## config.mk

```make
export PLATFORM = sky130hd
export DESIGN_NAME = fetch_unit_flat
export DESIGN_NICKNAME = d
export VERILOG_FILES = /design/src/rtl/fetch_unit_if.sv /design/src/rtl/fetch_unit.sv /design/src/flat_wrapper.sv
export SDC_FILE = /design/constraint.sdc
export NUM_CORES = 1
export LEC_CHECK = 0
export CORE_MARGIN = 2
export CORE_UTILIZATION = 50
export DETAILED_ROUTE_END_ITERATION = 8
export GPL_ROUTABILITY_DRIVEN = 0
export PLACE_DENSITY = 0.76
export RECOVER_POWER = 100
export SETUP_SLACK_MARGIN = 0.2
export SLEW_MARGIN = 20
export SYNTH_ARGS = -nofsm -noshare
export SYNTH_HDL_FRONTEND = slang
export SYNTH_SLANG_ARGS = --single-unit
```

## constraint.sdc

```tcl
create_clock -name clk_i -period 3.1 [get_ports clk_i]
set_clock_uncertainty 0.05 [all_clocks]
set_input_delay 0.93 -clock clk_i [delete_from_list [all_inputs] [get_ports clk_i]]
set_output_delay 0.93 -clock clk_i [all_outputs]
set_load 0.02 [all_outputs]
```

## src/rtl/fetch_unit_if.sv

```systemverilog
// rtl/fetch_unit_if.sv - fetch unit memory request/response, redirect and ID delivery bundle
interface fetch_unit_if;
  logic        req_valid_o;
  logic        req_ready_i;
  logic [31:0] req_addr_o;
  logic        rsp_valid_i;
  logic [31:0] rsp_data_i;
  logic        redirect_i;
  logic [31:0] redirect_pc_i;
  logic        id_valid_o;
  logic        id_ready_i;
  logic [31:0] id_pc_o;
  logic [31:0] id_instr_o;

  modport master (
    output req_valid_o, req_addr_o, id_valid_o, id_pc_o, id_instr_o,
    input  req_ready_i, rsp_valid_i, rsp_data_i, redirect_i, redirect_pc_i, id_ready_i
  );

  modport slave (
    input  req_valid_o, req_addr_o, id_valid_o, id_pc_o, id_instr_o,
    output req_ready_i, rsp_valid_i, rsp_data_i, redirect_i, redirect_pc_i, id_ready_i
  );
endinterface

```

## src/rtl/fetch_unit.sv

```systemverilog
// rtl/fetch_unit.sv - IF1/IF2 fetch front end: PC generation, credit-bounded reads, {pc,instr} buffer to ID
// Optional macro FETCH_BYPASS_EN adds a same-cycle response-to-ID path when the buffer is empty.
module fetch_unit #(
  parameter logic [31:0] RESET_PC   = 32'h0000_0000,
  parameter int unsigned FIFO_DEPTH = 4
) (
  input  logic         clk_i,
  input  logic         rst_i,
  fetch_unit_if.master bus
);

  localparam int unsigned CW = $clog2(FIFO_DEPTH + 1);
  localparam int unsigned AW = $clog2(FIFO_DEPTH);
  localparam logic [CW:0] DEPTH_C = (CW+1)'(FIFO_DEPTH);

  logic [31:0]   pc_q;
  logic [31:0]   rsp_pc_q;
  logic [CW-1:0] inflight_q;
  logic [CW-1:0] drop_q;
  logic [CW-1:0] count_q;
  logic [AW-1:0] wr_ptr_q;
  logic [AW-1:0] rd_ptr_q;
  logic [31:0]   pc_mem    [FIFO_DEPTH];
  logic [31:0]   instr_mem [FIFO_DEPTH];

  logic [CW:0]   credit_sum;
  logic [CW:0]   drop_sum;
  logic [CW:0]   live_w;
  logic          req_fire;
  logic          rsp_keep;
  logic          fifo_empty;
  logic          push;
  logic          pop;
  logic          head_valid;
  logic [CW-1:0] inflight_nxt;
  logic [CW-1:0] drop_nxt;
  logic [CW-1:0] count_nxt;
  logic [31:0]   redirect_pc;
  logic [31:0]   head_pc;
  logic [31:0]   head_instr;
  wire           unused_redirect_lsb = ^bus.redirect_pc_i[1:0];

  assign redirect_pc = {bus.redirect_pc_i[31:2], 2'b00};
  assign credit_sum  = {1'b0, inflight_q} + {1'b0, count_q};
  assign fifo_empty  = (count_q == '0);

  // Credits cover both in-flight and buffered entries, so every response has a slot.
  assign bus.req_valid_o = !rst_i && !bus.redirect_i && (credit_sum < DEPTH_C);
  assign bus.req_addr_o  = pc_q;
  assign req_fire        = bus.req_valid_o && bus.req_ready_i;

  assign rsp_keep = bus.rsp_valid_i && !bus.redirect_i && (drop_q == '0);
  assign pop      = !fifo_empty && bus.id_ready_i && !bus.redirect_i;

`ifdef FETCH_BYPASS_EN
  logic bypass;
  assign bypass     = rsp_keep && fifo_empty;
  assign push       = rsp_keep && !(bypass && bus.id_ready_i);
  assign head_valid = !fifo_empty || bypass;
  assign head_pc    = bypass ? rsp_pc_q       : pc_mem[rd_ptr_q];
  assign head_instr = bypass ? bus.rsp_data_i : instr_mem[rd_ptr_q];
`else
  assign push       = rsp_keep;
  assign head_valid = !fifo_empty;
  assign head_pc    = pc_mem[rd_ptr_q];
  assign head_instr = instr_mem[rd_ptr_q];
`endif

  assign bus.id_valid_o = !rst_i && head_valid;
  assign bus.id_pc_o    = bus.id_valid_o ? head_pc    : '0;
  assign bus.id_instr_o = bus.id_valid_o ? head_instr : '0;

  always_comb begin
    inflight_nxt = inflight_q + CW'(req_fire) - CW'(bus.rsp_valid_i);
    live_w       = {1'b0, inflight_q} - (CW+1)'(bus.rsp_valid_i);
    drop_sum     = {1'b0, drop_q} + {1'b0, inflight_q} - (CW+1)'(bus.rsp_valid_i);
    drop_nxt     = drop_q;
    count_nxt    = count_q;
    if (bus.redirect_i) begin
      // Everything still outstanding belongs to the old path; never drop more than is live.
      drop_nxt  = (drop_sum > live_w) ? live_w[CW-1:0] : drop_sum[CW-1:0];
      count_nxt = '0;
    end else begin
      if (bus.rsp_valid_i && (drop_q != '0)) begin
        drop_nxt = drop_q - CW'(1);
      end
      case ({push, pop})
        2'b10:   count_nxt = count_q + CW'(1);
        2'b01:   count_nxt = count_q - CW'(1);
        default: count_nxt = count_q;
      endcase
    end
  end

  always_ff @(posedge clk_i or posedge rst_i) begin
    if (rst_i) begin
      pc_q       <= RESET_PC;
      rsp_pc_q   <= RESET_PC;
      inflight_q <= '0;
      drop_q     <= '0;
      count_q    <= '0;
      wr_ptr_q   <= '0;
      rd_ptr_q   <= '0;
    end else begin
      inflight_q <= inflight_nxt;
      drop_q     <= drop_nxt;
      count_q    <= count_nxt;
      if (bus.redirect_i) begin
        pc_q     <= redirect_pc;
        rsp_pc_q <= redirect_pc;
        wr_ptr_q <= '0;
        rd_ptr_q <= '0;
      end else begin
        if (req_fire) begin
          pc_q <= pc_q + 32'd4;
        end
        // Kept responses arrive in request order, so their PC simply counts up from the last restart.
        if (rsp_keep) begin
          rsp_pc_q <= rsp_pc_q + 32'd4;
        end
        if (push) begin
          wr_ptr_q <= wr_ptr_q + AW'(1);
        end
        if (pop) begin
          rd_ptr_q <= rd_ptr_q + AW'(1);
        end
      end
    end
  end

  always_ff @(posedge clk_i) begin
    if (push) begin
      pc_mem[wr_ptr_q]    <= rsp_pc_q;
      instr_mem[wr_ptr_q] <= bus.rsp_data_i;
    end
  end

endmodule

```

## src/flat_wrapper.sv

```systemverilog
// flat-port wrapper written by rule: the top's interface ports become plain ports
module fetch_unit_flat 
#(
  parameter logic [31:0] RESET_PC   = 32'h0000_0000,
  parameter int unsigned FIFO_DEPTH = 4
)
  (clk_i, rst_i, bus_req_valid_o, bus_req_addr_o, bus_id_valid_o, bus_id_pc_o, bus_id_instr_o, bus_req_ready_i, bus_rsp_valid_i, bus_rsp_data_i, bus_redirect_i, bus_redirect_pc_i, bus_id_ready_i);
  fetch_unit_if bus_i ();
  input  logic clk_i;
  input  logic rst_i;
  output wire logic [$bits(bus_i.req_valid_o)-1:0] bus_req_valid_o;
  output wire logic [$bits(bus_i.req_addr_o)-1:0] bus_req_addr_o;
  output wire logic [$bits(bus_i.id_valid_o)-1:0] bus_id_valid_o;
  output wire logic [$bits(bus_i.id_pc_o)-1:0] bus_id_pc_o;
  output wire logic [$bits(bus_i.id_instr_o)-1:0] bus_id_instr_o;
  input wire logic [$bits(bus_i.req_ready_i)-1:0] bus_req_ready_i;
  input wire logic [$bits(bus_i.rsp_valid_i)-1:0] bus_rsp_valid_i;
  input wire logic [$bits(bus_i.rsp_data_i)-1:0] bus_rsp_data_i;
  input wire logic [$bits(bus_i.redirect_i)-1:0] bus_redirect_i;
  input wire logic [$bits(bus_i.redirect_pc_i)-1:0] bus_redirect_pc_i;
  input wire logic [$bits(bus_i.id_ready_i)-1:0] bus_id_ready_i;
  assign bus_req_valid_o = bus_i.req_valid_o;
  assign bus_req_addr_o = bus_i.req_addr_o;
  assign bus_id_valid_o = bus_i.id_valid_o;
  assign bus_id_pc_o = bus_i.id_pc_o;
  assign bus_id_instr_o = bus_i.id_instr_o;
  assign bus_i.req_ready_i = bus_req_ready_i;
  assign bus_i.rsp_valid_i = bus_rsp_valid_i;
  assign bus_i.rsp_data_i = bus_rsp_data_i;
  assign bus_i.redirect_i = bus_redirect_i;
  assign bus_i.redirect_pc_i = bus_redirect_pc_i;
  assign bus_i.id_ready_i = bus_id_ready_i;
  fetch_unit #(.RESET_PC(RESET_PC), .FIFO_DEPTH(FIFO_DEPTH)) u_core (.clk_i(clk_i), .rst_i(rst_i), .bus(bus_i));
endmodule
```

* Yosys cells after proc, flatten, opt, wreduce, memory -nomap -nowiden *
Memory sizes are Yosys's and may differ from the RTL's.
Index checks and enable logic that the tools add are counted.

storage, ports and cells
  bits in registers = 77
  latch bits = 0
  memory bits (writable) = 256
  bits in read-only memories = 0
  bits of input ports = 70
  output and inout bits = 98
  logic and storage cells = 63
  memories = 2

cells by class
  add/subtract/negate cells = 13
  multipliers = 0
  div/mod/pow operators = 0
  magnitude comparators = 2
  equal/unequal tests = 2
  shift-type cells = 0
  mux-type cells = 17
  bitwise gates (word level) = 0
  reductions and logical operators = 20

memories
  memory            words  width  rd ports  clocked after Yosys merged registers in  wr ports  RTL line          RTL
  u_core.instr_mem  4      32     1         0                                        1         fetch_unit.sv:24  logic [31:0] instr_mem [FIFO_DEPTH];
  u_core.pc_mem     4      32     1         0                                        1         fetch_unit.sv:23  logic [31:0] pc_mem [FIFO_DEPTH];

operators by type and width
  cell                   count
  $mux 32                6
  $add 32x3->32 const B  2
  $mux 3                 4
  $logic_and 1x1->1      9
  $add 3x3->4            2
  $mux 2                 4
  $reduce_bool 2->1      4
  $logic_not 3->1        2
  $pmux 3 s2             1
  $reduce_bool 3->1      2
  $sub 3x1->3 const B    2
  $add 2x1->2 const B    2
  $gt 4x4->1             1
  $lt 4x3->1 const B     1
  $sub 3x1->4            1
  $sub 4x1->4            1
  $add 3x1->3            1
  $add 3x1->3 const B    1
  $logic_not 1->1        3
  $sub 3x1->3            1
  $eq 2x1->1 const B     1
  $eq 2x2->1 const B     1
  $mux 1                 2

* Logic depth before layout (Yosys ltp) *
  word-level depth = 7
  mapped depth = 13
  mapped depth without buffers = 13

* Worst setup path after synthesis *
Ideal clock, no wire load.

  path type = in2reg
  start = input port bus_rsp_valid_i
  end = memory u_core.instr_mem[0][0] (enable)
  library setup time = 0.427 ns
  data arrival time = 3.092 ns
  data required time = 2.623 ns
  path slack = -0.469 ns
  stages = 4
  buffers on the path = 2
  cells stage by stage = and3b_1 clkbuf_1 clkbuf_1 and3_1

on the way
  word-level cells in the longest chain between the ends = 4

ends and longest elaborated chain
  element                          RTL line            RTL
  start: declaration               flat_wrapper.sv:17  input wire logic [$bits(bus_i.rsp_valid_i)-1:0] bus_rsp_valid_i;
  $logic_and 1x1->1 (2 in series)  fetch_unit.sv:52    assign rsp_keep = bus.rsp_valid_i && !bus.redirect_i && (drop_q == '0);
  $mux 1                           fetch_unit.sv:132   if (push) begin
  $mux 1 (not written as such)     fetch_unit.sv:134   instr_mem[wr_ptr_q] <= bus.rsp_data_i;
  end: declaration                 fetch_unit.sv:24

Every way passes these cells.

* Worst setup path in the final report *
  start = register u_core.rd_ptr_q[0]
  end = output port bus_id_instr_o[24]

on the way
  word-level cells in the longest chain between the ends = 2

ends and longest elaborated chain
  element                   RTL line            RTL
  start: declaration        fetch_unit.sv:22    logic [AW-1:0] rd_ptr_q;
  start signal: assignment  fetch_unit.sv:125   rd_ptr_q <= rd_ptr_q + AW'(1);
  $mem_v2 4x32              --
  $mux 32                   fetch_unit.sv:71    assign bus.id_instr_o = bus.id_valid_o ? head_instr : '0;
  end: declaration          flat_wrapper.sv:15  output wire logic [$bits(bus_i.id_instr_o)-1:0] bus_id_instr_o;

Every way passes these cells.

==> results.py <==
metrics = {
    "timing": {
        "tns_ns": -0.346,
        "min_period_ns": 3.14,
        "holdWs_ns": 0.509,
        "drv_slew": 0,
        "fmax_ghz": 0.318,
        "rsz0062_at_grt": "true",
        "setup_slack_ns": -0.0442,
        "finalHoldViolations": 0,
        "worst_slew_pin_slew_ns": 1.17,
        "maxSlewHeadroom": 0.222,
        "setup_viol": 14,
        "min_period_over_period": 1.01,
    },
    "synthesis": {
        "syn_inst": 886,
        "synth_warnings": 0,
        "syn-cell-area_sq_um": 13800,
        "ys_ff_latch": 321,
        "synth_top_area_share": 0.539,
        "synth_edf_count": 248,
        "synth_cell_types": 51,
        "post_synth.cell_area_avg_sq_um": 15.6,
        "yosysTopAreaCell": "edfxtp_1",
        "synth_most_common_cell": "edfxtp_1",
        "async_reset_ff_frac": 0.227,
        "yosysSeqAreaShare": 0.671,
        "synth.area.top_cells": "edfxtp_1, dfrtp_1, mux4_2",
        "synthTopCellsByCount": "edfxtp_1, dfrtp_1, and2_1, mux4_2, nand2_1",
        "ys.flop_type": "edfxtp_1",
    },
    "place": {
        "port_buffers": 161,
        "dp_hpwl_mm": 19.2,
    },
    "worst_setup_path": {
        "required_ns": 2.12,
        "cp_top_family": "buffers and inverters",
        "slowest_stage": "dfrtp_4",
        "worst-path-max-fanout": 5,
        "cp-end-kind": "primary output",
        "startpoint_type": "register",
        "max_stage_delay_ns": 0.52,
        "crit_buf_inv": 4,
        "crit_path_cell_trace": "buf_12, buf_8, buf_16, mux4_2, and2_4, buf_6",
        "arrival_ns": 2.16,
        "criticalPathCategory": "register to primary output",
    },
    "clocking": {
        "cts.htree.levels": 2,
        "hold_buffers": 0,
        "clock_path_buffers": 3,
        "cts_tree": "yes",
        "clock-root-buffer": "clkbuf_16",
        "clock_latency_ns": 0.50,
        "cts_buffers": 34,
        "cts.sinks": 321,
        "path_clk_slew_ns": 0.06,
    },
    "floorplanning": {
        "fp.coreArea_sq_um": 27000,
        "die_h_um": 170,
        "dieArea_sq_um": 29000,
        "die_w_um": 170,
        "row_count": 60,
        "io_pins": 168,
        "start_util": 0.511,
    },
    "min_path": {
        "min_path_type": "register to register",
    },
    "drt": {
        "drc": 0,
        "drt_pass1_iterations": 5,
        "first_iter_violations": 735,
        "ant_nets": 0,
        "vias": 8522,
        "via_per_inst": 5.80,
        "wire_per_inst_um": 20.4,
        "routed_wl_mm": 29.9,
    },
    "pwr": {
        "ir_drop_v": 0.000671,
        "p_leak_nw": 6.23,
        "total_power_mw": 13.3,
        "power_density_nw_per_um2": 759,
    },
    "finish": {
        "final_nets": 1204,
        "final_util": 0.647,
        "area_growth_pct": 26.6,
        "drive_above_1_share": 0.253,
    },
    "grt": {
        "grt_max_degree": 71,
        "antenna_found_initial": 0,
        "overflow": 0,
        "grt_pass1_wl_mm": 46.9,
        "grt_pass1_vias": 8508,
        "track_usage": 0.210,
    },
    "outcome": {
        "status": "finished with violations",
        "violations": "negative setup slack",
    },
    "job": {
        "cap_viol_max_count": 0,
    },
}
## power by group
part           total [mW]  internal (mW)  switching, mW
Combinational        4.42           2.40           2.02
Sequential           5.18           4.90          0.280
Clock                3.68           2.14           1.54
Total                13.3           9.44           3.84
## placed cells by master, fill, tap and decap left out, drive strengths merged, types with 24 or more instances in the layout
master / n
edfxtp: 248
buf: 102
dfrtp: 73
clkbuf: 70
and2: 66
dlygate4sd3: 63
nand2: 63
mux4: 62
o21ai: 44
clkdlybuf4s50: 31
nand3: 28
inv: 28
nor2: 27
nand4: 26
ha: 24
## worst reg2reg max path, stage by stage (launching register included)
cell      delay (ns)
dfrtp_1         0.46
inv_1           0.11
ha_1            0.21
and3b_1         0.21
clkbuf_1        0.47
and3_1          0.27
clkbuf_2        0.68
## metrics by stage
step,setup WS (ns),cell area [sq um],cells
after floorplan,0.182,13900,889
after global placement,-0.505,16300,1394
after detailed placement,-0.523,16300,1394
after CTS,-0.0595,17700,1464
after global routing,-0.105,17500,1469
final,-0.0442,17500,1470
## layer usage
layer  GRT usage  part of all wire
met5           0                 0
met4      0.0442             0.014
met3      0.0405             0.072
met2       0.339              0.48
met1       0.303              0.43
## cell families after synthesis
| logic type | after synthesis | synth area share |
|---|---|---|
| buf+inv | 72 | 0.0216 |
| flops | 321 | 0.671 |
| fa+ha+maj | 27 | 0.0261 |
| simple gates | 255 | 0.103 |
| mux | 70 | 0.107 |
| other cells | 1 | 0.000271 |
| xor+xnor | 38 | 0.0241 |
| compound gates | 102 | 0.0471 |
## flip-flops by register name, summed over array words and instances, names as in the netlist
register / flops
u_core.instr_mem: 128
u_core.count_q: 3
u_core.drop_q: 3
u_core.pc_mem: 120
u_core.rsp_pc_q: 30
u_core.inflight_q: 3
u_core.rd_ptr_q: 2
u_core.bus.req_addr_o: 30
u_core.wr_ptr_q: 2
## layout make-up
type | count | area, sq um
Antenna cell | 1 | 2.50
Clock buffer | 43 | 906
Clock inverter | 14 | 93.8
Fill cell | 1926 | 9530
Inverter | 29 | 113
Multi-Input combinational cell | 496 | 4350
Sequential cell | 321 | 9280
Tap cell | 341 | 427
Timing Repair Buffer | 225 | 2320
## timing repair
action	4_1_cts	5_1_grt
setup endpoints to repair	67	67
gates cloned	5	0
buffers inserted	8	5
resized for setup	404	39
pin swaps	34	7
## final timing paths
check / startpoint / to / slack, ns / cells past startpoint
max in group asynchronous: rst_i / u_core.rd_ptr_q[0]$_DFFE_PP0P_ / 0.75 / 4
max reg2reg: u_core.drop_q[0]$_DFFE_PP0P_ / u_core.instr_mem[3][27]$_DFFE_PP_ / 0.26 / 6
max: u_core.rd_ptr_q[0]$_DFFE_PP0P_ / bus_id_instr_o[24] / -0.04 / 6
min: u_core.rsp_pc_q[12]$_DFFE_PP0N_ / u_core.pc_mem[1][12]$_DFFE_PP_ / 0.51 / 0
min reg2reg: u_core.rsp_pc_q[12]$_DFFE_PP0N_ / u_core.pc_mem[1][12]$_DFFE_PP_ / 0.51 / 0
min in group asynchronous: rst_i / u_core.inflight_q[0]$_DFF_PP0_ / 0.66 / 3
(Power assumes the default switching activity.)
